$ cat config.mk
export PLATFORM = sky130hd
export DESIGN_NAME = timer_sb_ctrl
export DESIGN_NICKNAME = d
export VERILOG_FILES = /design/src/rtl/timer_sb_ctrl.sv
export SDC_FILE = /design/constraint.sdc
export NUM_CORES = 1
export LEC_CHECK = 0
export CAP_MARGIN = 15
export CORE_MARGIN = 1.5
export CORE_UTILIZATION = 55
export DETAILED_ROUTE_END_ITERATION = 6
export GPL_TIMING_DRIVEN = 0
export PLACE_DENSITY = 0.82
export SLEW_MARGIN = 20
export SYNTH_ARGS = -nofsm -noshare
export SYNTH_HDL_FRONTEND = slang
export SYNTH_SLANG_ARGS = --single-unit
export TNS_END_PERCENT = 50
$ cat constraint.sdc
create_clock -name clk_i -period 5.4 [get_ports clk_i]
set_input_delay 1.08 -clock clk_i [delete_from_list [all_inputs] [get_ports clk_i]]
set_output_delay 1.08 -clock clk_i [all_outputs]
set_load 0.05 [all_outputs]
$ cat src/rtl/timer_sb_ctrl.sv
// System-bus timer peripheral: free-running 64-bit cycle counter, programmable
// periodic event generator (off / N-times / forever) and a level interrupt
// request that the core acknowledges with irq_ret_i.
module timer_sb_ctrl #(
    parameter int unsigned CNT_W   = 64,
    parameter logic [31:0] RST_KEY = 32'h1
) (
    input  logic        clk_i,
    input  logic        resetn_i,
    input  logic        req_i,
    input  logic        write_enable_i,
    input  logic [31:0] addr_i,
    input  logic [31:0] write_data_i,
    output logic [31:0] read_data_o,
    output logic        irq_req_o,
    input  logic        irq_ret_i
);

    typedef enum logic [1:0] {
        ModeOff     = 2'd0,
        ModeNtimes  = 2'd1,
        ModeForever = 2'd2,
        ModeRsvd    = 2'd3
    } mode_e;

    logic [CNT_W-1:0] sys_cnt_q;
    logic [CNT_W-1:0] delay_q;
    logic [CNT_W-1:0] evt_cnt_q;
    mode_e            mode_q;
    logic [31:0]      repeat_q;
    logic [31:0]      read_data_q;
    logic             irq_q;

    logic [3:0]  sel;
    logic        wr_en;
    logic        rd_en;
    logic        wr_delay_lo;
    logic        wr_delay_hi;
    logic        wr_mode;
    logic        wr_repeat;
    logic        wr_reset;
    logic [31:0] rd_mux;
    logic        active;
    logic        fire;
    logic        auto_step;

    assign read_data_o = read_data_q;
    assign irq_req_o   = irq_q;

    // Bus decode: word-aligned accesses only, register chosen by addr[5:2].
    always_comb begin
        sel         = addr_i[5:2];
        wr_en       = req_i & write_enable_i & (addr_i[1:0] == 2'b00);
        rd_en       = req_i & ~write_enable_i & (addr_i[1:0] == 2'b00);
        wr_delay_lo = wr_en && (sel == 4'h2);
        wr_delay_hi = wr_en && (sel == 4'h3);
        wr_mode     = wr_en && (sel == 4'h4);
        wr_repeat   = wr_en && (sel == 4'h5);
        wr_reset    = wr_en && (sel == 4'h9) && (write_data_i == RST_KEY);
        unique case (sel)
            4'h0:    rd_mux = sys_cnt_q[31:0];
            4'h1:    rd_mux = sys_cnt_q[CNT_W-1:32];
            4'h2:    rd_mux = delay_q[31:0];
            4'h3:    rd_mux = delay_q[CNT_W-1:32];
            4'h4:    rd_mux = {30'd0, mode_q};
            4'h5:    rd_mux = repeat_q;
            default: rd_mux = 32'd0;
        endcase
    end

    // Event qualification: the generator only runs with a non-zero period and a
    // mode that still has events left to produce.
    always_comb begin
        active    = (delay_q != '0) &&
                    ((mode_q == ModeForever) || ((mode_q == ModeNtimes) && (repeat_q != 32'd0)));
        fire      = active && (evt_cnt_q == (delay_q - CNT_W'(1)));
        // A bus write to mode or repeat_counter overrides the automatic countdown.
        auto_step = fire && (mode_q == ModeNtimes) && !wr_mode && !wr_repeat;
    end

    // Free-running cycle counter; only the hardware reset clears it.
    always_ff @(posedge clk_i or negedge resetn_i) begin
        if (!resetn_i) begin
            sys_cnt_q <= '0;
        end else begin
            sys_cnt_q <= sys_cnt_q + CNT_W'(1);
        end
    end

    // Control registers, event FSM, interrupt and registered read data.
    always_ff @(posedge clk_i or negedge resetn_i) begin
        if (!resetn_i) begin
            delay_q     <= '0;
            evt_cnt_q   <= '0;
            mode_q      <= ModeOff;
            repeat_q    <= 32'd0;
            irq_q       <= 1'b0;
            read_data_q <= 32'd0;
        end else if (wr_reset) begin
            delay_q     <= '0;
            evt_cnt_q   <= '0;
            mode_q      <= ModeOff;
            repeat_q    <= 32'd0;
            irq_q       <= 1'b0;
            read_data_q <= 32'd0;
        end else begin
            // Any configuration write restarts the period from that edge.
            if (wr_delay_lo || wr_delay_hi || wr_mode || wr_repeat) begin
                evt_cnt_q <= '0;
            end else if (fire) begin
                evt_cnt_q <= '0;
            end else if (active) begin
                evt_cnt_q <= evt_cnt_q + CNT_W'(1);
            end else begin
                evt_cnt_q <= '0;
            end

            // Set wins over acknowledge; repeated events merge into one level.
            if (fire) begin
                irq_q <= 1'b1;
            end else if (irq_ret_i) begin
                irq_q <= 1'b0;
            end

            if (wr_delay_lo) begin
                delay_q[31:0] <= write_data_i;
            end
            if (wr_delay_hi) begin
                delay_q[CNT_W-1:32] <= write_data_i;
            end

            if (wr_repeat) begin
                repeat_q <= write_data_i;
            end else if (auto_step) begin
                repeat_q <= repeat_q - 32'd1;
            end

            if (wr_mode) begin
                mode_q <= mode_e'(write_data_i[1:0]);
            end else if (auto_step && (repeat_q == 32'd1)) begin
                mode_q <= ModeOff;
            end

            if (rd_en) begin
                read_data_q <= rd_mux;
            end
        end
    end

endmodule
==> impl_results.md <==
* Run status: complete, but fails checks
* Failing checks: design-rule violations
* Clock transition at path regs at 0.06 ns
* Portion of the post-synthesis area used by sequential elements at 0.418
* Die boundary width at 171 um
* Residual overflow from global routing at 0
* Worst hold start: read_data_o[11]$_DFFE_PN0P_
* Worst-Skew Late Latency at 0.58 ns
* Share of post-route cells with drive strength above 1 at 0.0559
* Fin worst setup slack at 0.0823 ns
* Final net count at 1968
* Worst slack on hold paths at 0.475 ns
* Final period util at 0.985
* Synth area leader: sky130_fd_sc_hd__dfrtp_1
* Library cells used by synthesis at 78
* Most frequent cell after synthesis: sky130_fd_sc_hd__nand2_1
* Total negative setup slack at 0 ns
* Final-report hold violation count at 0
* Global-route wire length before repair at 82.2 mm
* Clock tree root buffer cell: sky130_fd_sc_hd__clkbuf_16
* Leading post-synthesis cells by instance count: sky130_fd_sc_hd__nand2_1, sky130_fd_sc_hd__dfrtp_1, sky130_fd_sc_hd__o21ai_0
* Vias per inst at 6.58
* Final instance count without filler cells at 2291
* Worst reg2reg path startpoint: delay_q[8]$_DFFE_PN0P_
* Kind of critical path: register to register
* Number of detailed-route iterations in the first pass at 7
* Power density of the placed cells at 315 nW/um^2
* Number of antenna violations at the first check in global routing at 0
* Deepest level of the CTS H-tree at 1
* Count of cells along the worst register-to-register path at 13
* CTS tree: done
* DP Wirelength at 40.8 mm
* Data arrival time of the critical path at 5.76 ns
* Cts bufs inserted at 29
* Post-layout minimum cycle time at 5.32 ns
* Internal reg-to-reg setup slack at 0.08 ns
* Warnings from Yosys at 0
* Reg2reg end: evt_cnt_q[62]$_DFF_PN0_
* Hold Path Depth at 2
* Count of final max-slew check failures at 0
* Setup Skew at 0.0272 ns
* Required time of the worst setup path at 5.85 ns
* Biggest fanout along the worst timing path at 10
* Endpoint kind of the worst setup timing path: register
* Num ports at 102
* Chip height at 171 um
* Starting Density at 0.558
* Number of placed cells counting well taps at 2239
* Async SR Flop Fraction at 1.00
* Placeable core region at 27800 sq um
* Avg Synthesized Cell Area at 8.68 sq um
* Flops & latches, synth at 259
* Final wirelength at 54.6 mm
* DRC violations left at 1
* Met2 layer usage reported by global route at 0.553
* Endpoint with the worst hold slack: read_data_o[11]$_DFFE_PN0P_
* Static leakage at 7.62 nW
* Upper clock frequency limit at 188 MHz
* Syn Std Cell Area at 15500 sq um
* Tightest slew margin relative to the limit at 0.190
* Setup Fix Bufs, Post-CTS at 0
* Area enclosed by the die boundary at 29200 sq um
* Syn_nets at 1861
* Wire length per cell after detailed routing at 23.8 um
* Transition time at the pin with the least slew margin at 1.21 ns
* Area share of the largest cell type after synthesis at 0.418
* Most crowded layer after global routing: met2
* Maximum capacitance violations at 0
* Count of flip-flops with a built-in enable after synthesis at 0
* Worst VDD drop at 0.276 mV
* Clk sink count at 259
* Final cell utilization of the core at 0.642
* Met3 demand-to-capacity share in global routing at 0.0761
* Number of buffers on the longest clock path at 3
* Number of antenna repair diodes at 0
* Largest cells by area after synthesis: sky130_fd_sc_hd__dfrtp_1, sky130_fd_sc_hd__nand2_1, sky130_fd_sc_hd__xnor2_1, sky130_fd_sc_hd__xor2_1, sky130_fd_sc_hd__o21ai_0
* Final Wtd Congestion at 0.970
* Detailed Route Iter0 Violations at 2110
* Global-route usage over all layers at 0.374
* Flip-flop cell with the highest count after synthesis: sky130_fd_sc_hd__dfrtp_1
* Global routing met1 resource utilization at 0.540
* Pre-CTS setup slack at 0.187 ns
* Via count at 15100
* Number of global-route vias before repair at 13900
* Maximum number of pins on one net before global-route repair at 102
* Count of final setup violators at 0
* Critical Path Start Type: register
* Number of rows in the core area at 61
* Worst hold path class: register to register
* Synth Instances at 1785
* Count of port buffers added during placement at 74
* Area growth syn-to-layout at 15.1%
* Count of antenna-violating nets left after detailed routing at 0
==> critical path, stage by stage, from the launching register on <==
cell and delay, ns:
sky130_fd_sc_hd__dfrtp_1 0.36, sky130_fd_sc_hd__clkbuf_1 0.23, sky130_fd_sc_hd__nor4_2 0.55, sky130_fd_sc_hd__nand3_1 0.36, sky130_fd_sc_hd__or4_4 0.66, sky130_fd_sc_hd__o31ai_1 0.59, sky130_fd_sc_hd__o211ai_1 0.16, sky130_fd_sc_hd__or4_1 0.57
sky130_fd_sc_hd__or4_4 0.60, sky130_fd_sc_hd__o21ai_2 0.32, sky130_fd_sc_hd__or4b_1 0.18, sky130_fd_sc_hd__buf_4 0.24, sky130_fd_sc_hd__buf_4 0.26, sky130_fd_sc_hd__nor2_1 0.07
==> logic make-up after synthesis <==
group,count (synthesis),synth area share
AOI/OAI and AO/OA,329,0.136
xor gates and xnor gates,214,0.121
adders and majority gates,7,0.00565
buffers and inverters,121,0.0326
DFF,259,0.418
muxes,38,0.0248
and+or+nand+nor,817,0.262
==> per-stage QoR <==
stage	power [mW]	cell area, sq um
global placement	3.40	16700
finish	5.62	17800
floorplan	2.95	15500
CTS	5.57	17800
global route	5.79	17800
detailed placement	3.42	16800
==> worst max-delay path by stage <==
stage / start / end
after floorplan: delay_q[5]$_DFFE_PN0P_ / repeat_q[21]$_DFFE_PN0P_
after global placement: resetn_i / read_data_o[13]$_DFFE_PN0P_
after detailed placement: delay_q[3]$_DFFE_PN0P_ / repeat_q[26]$_DFFE_PN0P_
after CTS: delay_q[3]$_DFFE_PN0P_ / repeat_q[16]$_DFFE_PN0P_
after global routing: delay_q[42]$_DFFE_PN0P_ / evt_cnt_q[62]$_DFF_PN0_
final: delay_q[8]$_DFFE_PN0P_ / evt_cnt_q[62]$_DFF_PN0_
==> power breakdown <==
group          total (mW)  leakage, nW  switching [mW]  internal [mW]
clock network        2.17        0.501           0.851           1.32
registers            2.13         3.56           0.121           2.01
logic                1.32         3.56           0.853          0.464
total                5.62         7.62            1.82           3.79
==> registers in the layout (all words and copies together), names as in the netlist <==
signal / cells
delay_q: 64
evt_cnt_q: 64
sys_cnt_q: 64
read_data_o: 32
repeat_q: 32
mode_q: 2
irq_req_o: 1
==> layout make-up <==
class | instances | area, sq um
Buffer | 97 | 415
Clock buffer | 39 | 793
Clock inverter | 13 | 233
Fill cell | 2295 | 9940
Inverter | 24 | 90.1
Multi-Input combinational cell | 1405 | 8550
Sequential cell | 259 | 6480
Tap cell | 378 | 473
Timing Repair Buffer | 76 | 801
==> per-layer routing <==
layer,share of wire,up-vias
met4,0.041,0
met5,0,-
met2,0.43,982
li1,-,6604
met1,0.42,7319
met3,0.11,162
==> what timing repair did <==
action	in CTS	in global routing
hold buffers	0	0
gates resized for setup	0	5
setup endpoints to repair	0	48
==> placed cells by master, fill, tap and decap left out, types with 7 or more instances in the layout <==
| cell | netlist | final |
|---|---|---|
| sky130_fd_sc_hd__a221oi_1 | 32 | 32 |
| sky130_fd_sc_hd__o31ai_1 | 8 | 8 |
| sky130_fd_sc_hd__dfrtp_1 | 259 | 259 |
| sky130_fd_sc_hd__o21ai_1 | 12 | 12 |
| sky130_fd_sc_hd__nor3_1 | 55 | 55 |
| sky130_fd_sc_hd__or4_1 | 21 | 21 |
| sky130_fd_sc_hd__clkbuf_1 | 77 | 84 |
| sky130_fd_sc_hd__ha_1 | 7 | 7 |
| sky130_fd_sc_hd__nand4_1 | 39 | 39 |
| sky130_fd_sc_hd__and4_1 | 14 | 14 |
| sky130_fd_sc_hd__clkbuf_16 | 0 | 29 |
| sky130_fd_sc_hd__nand3_1 | 74 | 73 |
| sky130_fd_sc_hd__o32a_1 | 12 | 12 |
| sky130_fd_sc_hd__or3_1 | 21 | 21 |
| sky130_fd_sc_hd__o21ai_0 | 146 | 146 |
| sky130_fd_sc_hd__buf_4 | 8 | 8 |
| sky130_fd_sc_hd__xor2_1 | 96 | 96 |
| sky130_fd_sc_hd__a31oi_1 | 16 | 16 |
| sky130_fd_sc_hd__and3_1 | 42 | 42 |
| sky130_fd_sc_hd__and2_1 | 12 | 12 |
| sky130_fd_sc_hd__xnor2_1 | 118 | 118 |
| sky130_fd_sc_hd__a211oi_1 | 9 | 9 |
| sky130_fd_sc_hd__o22ai_1 | 8 | 8 |
| sky130_fd_sc_hd__clkdlybuf4s50_1 | 0 | 73 |
| sky130_fd_sc_hd__a21oi_1 | 32 | 32 |
| sky130_fd_sc_hd__mux2i_1 | 35 | 35 |
| sky130_fd_sc_hd__nand2_1 | 281 | 281 |
| sky130_fd_sc_hd__inv_1 | 24 | 24 |
| sky130_fd_sc_hd__nand2b_1 | 10 | 10 |
| sky130_fd_sc_hd__nor2_1 | 143 | 143 |
| sky130_fd_sc_hd__nor3b_1 | 8 | 7 |
| sky130_fd_sc_hd__nor4_1 | 49 | 46 |
| sky130_fd_sc_hd__or2_2 | 14 | 14 |
Power figures use the tool's default switching activity.
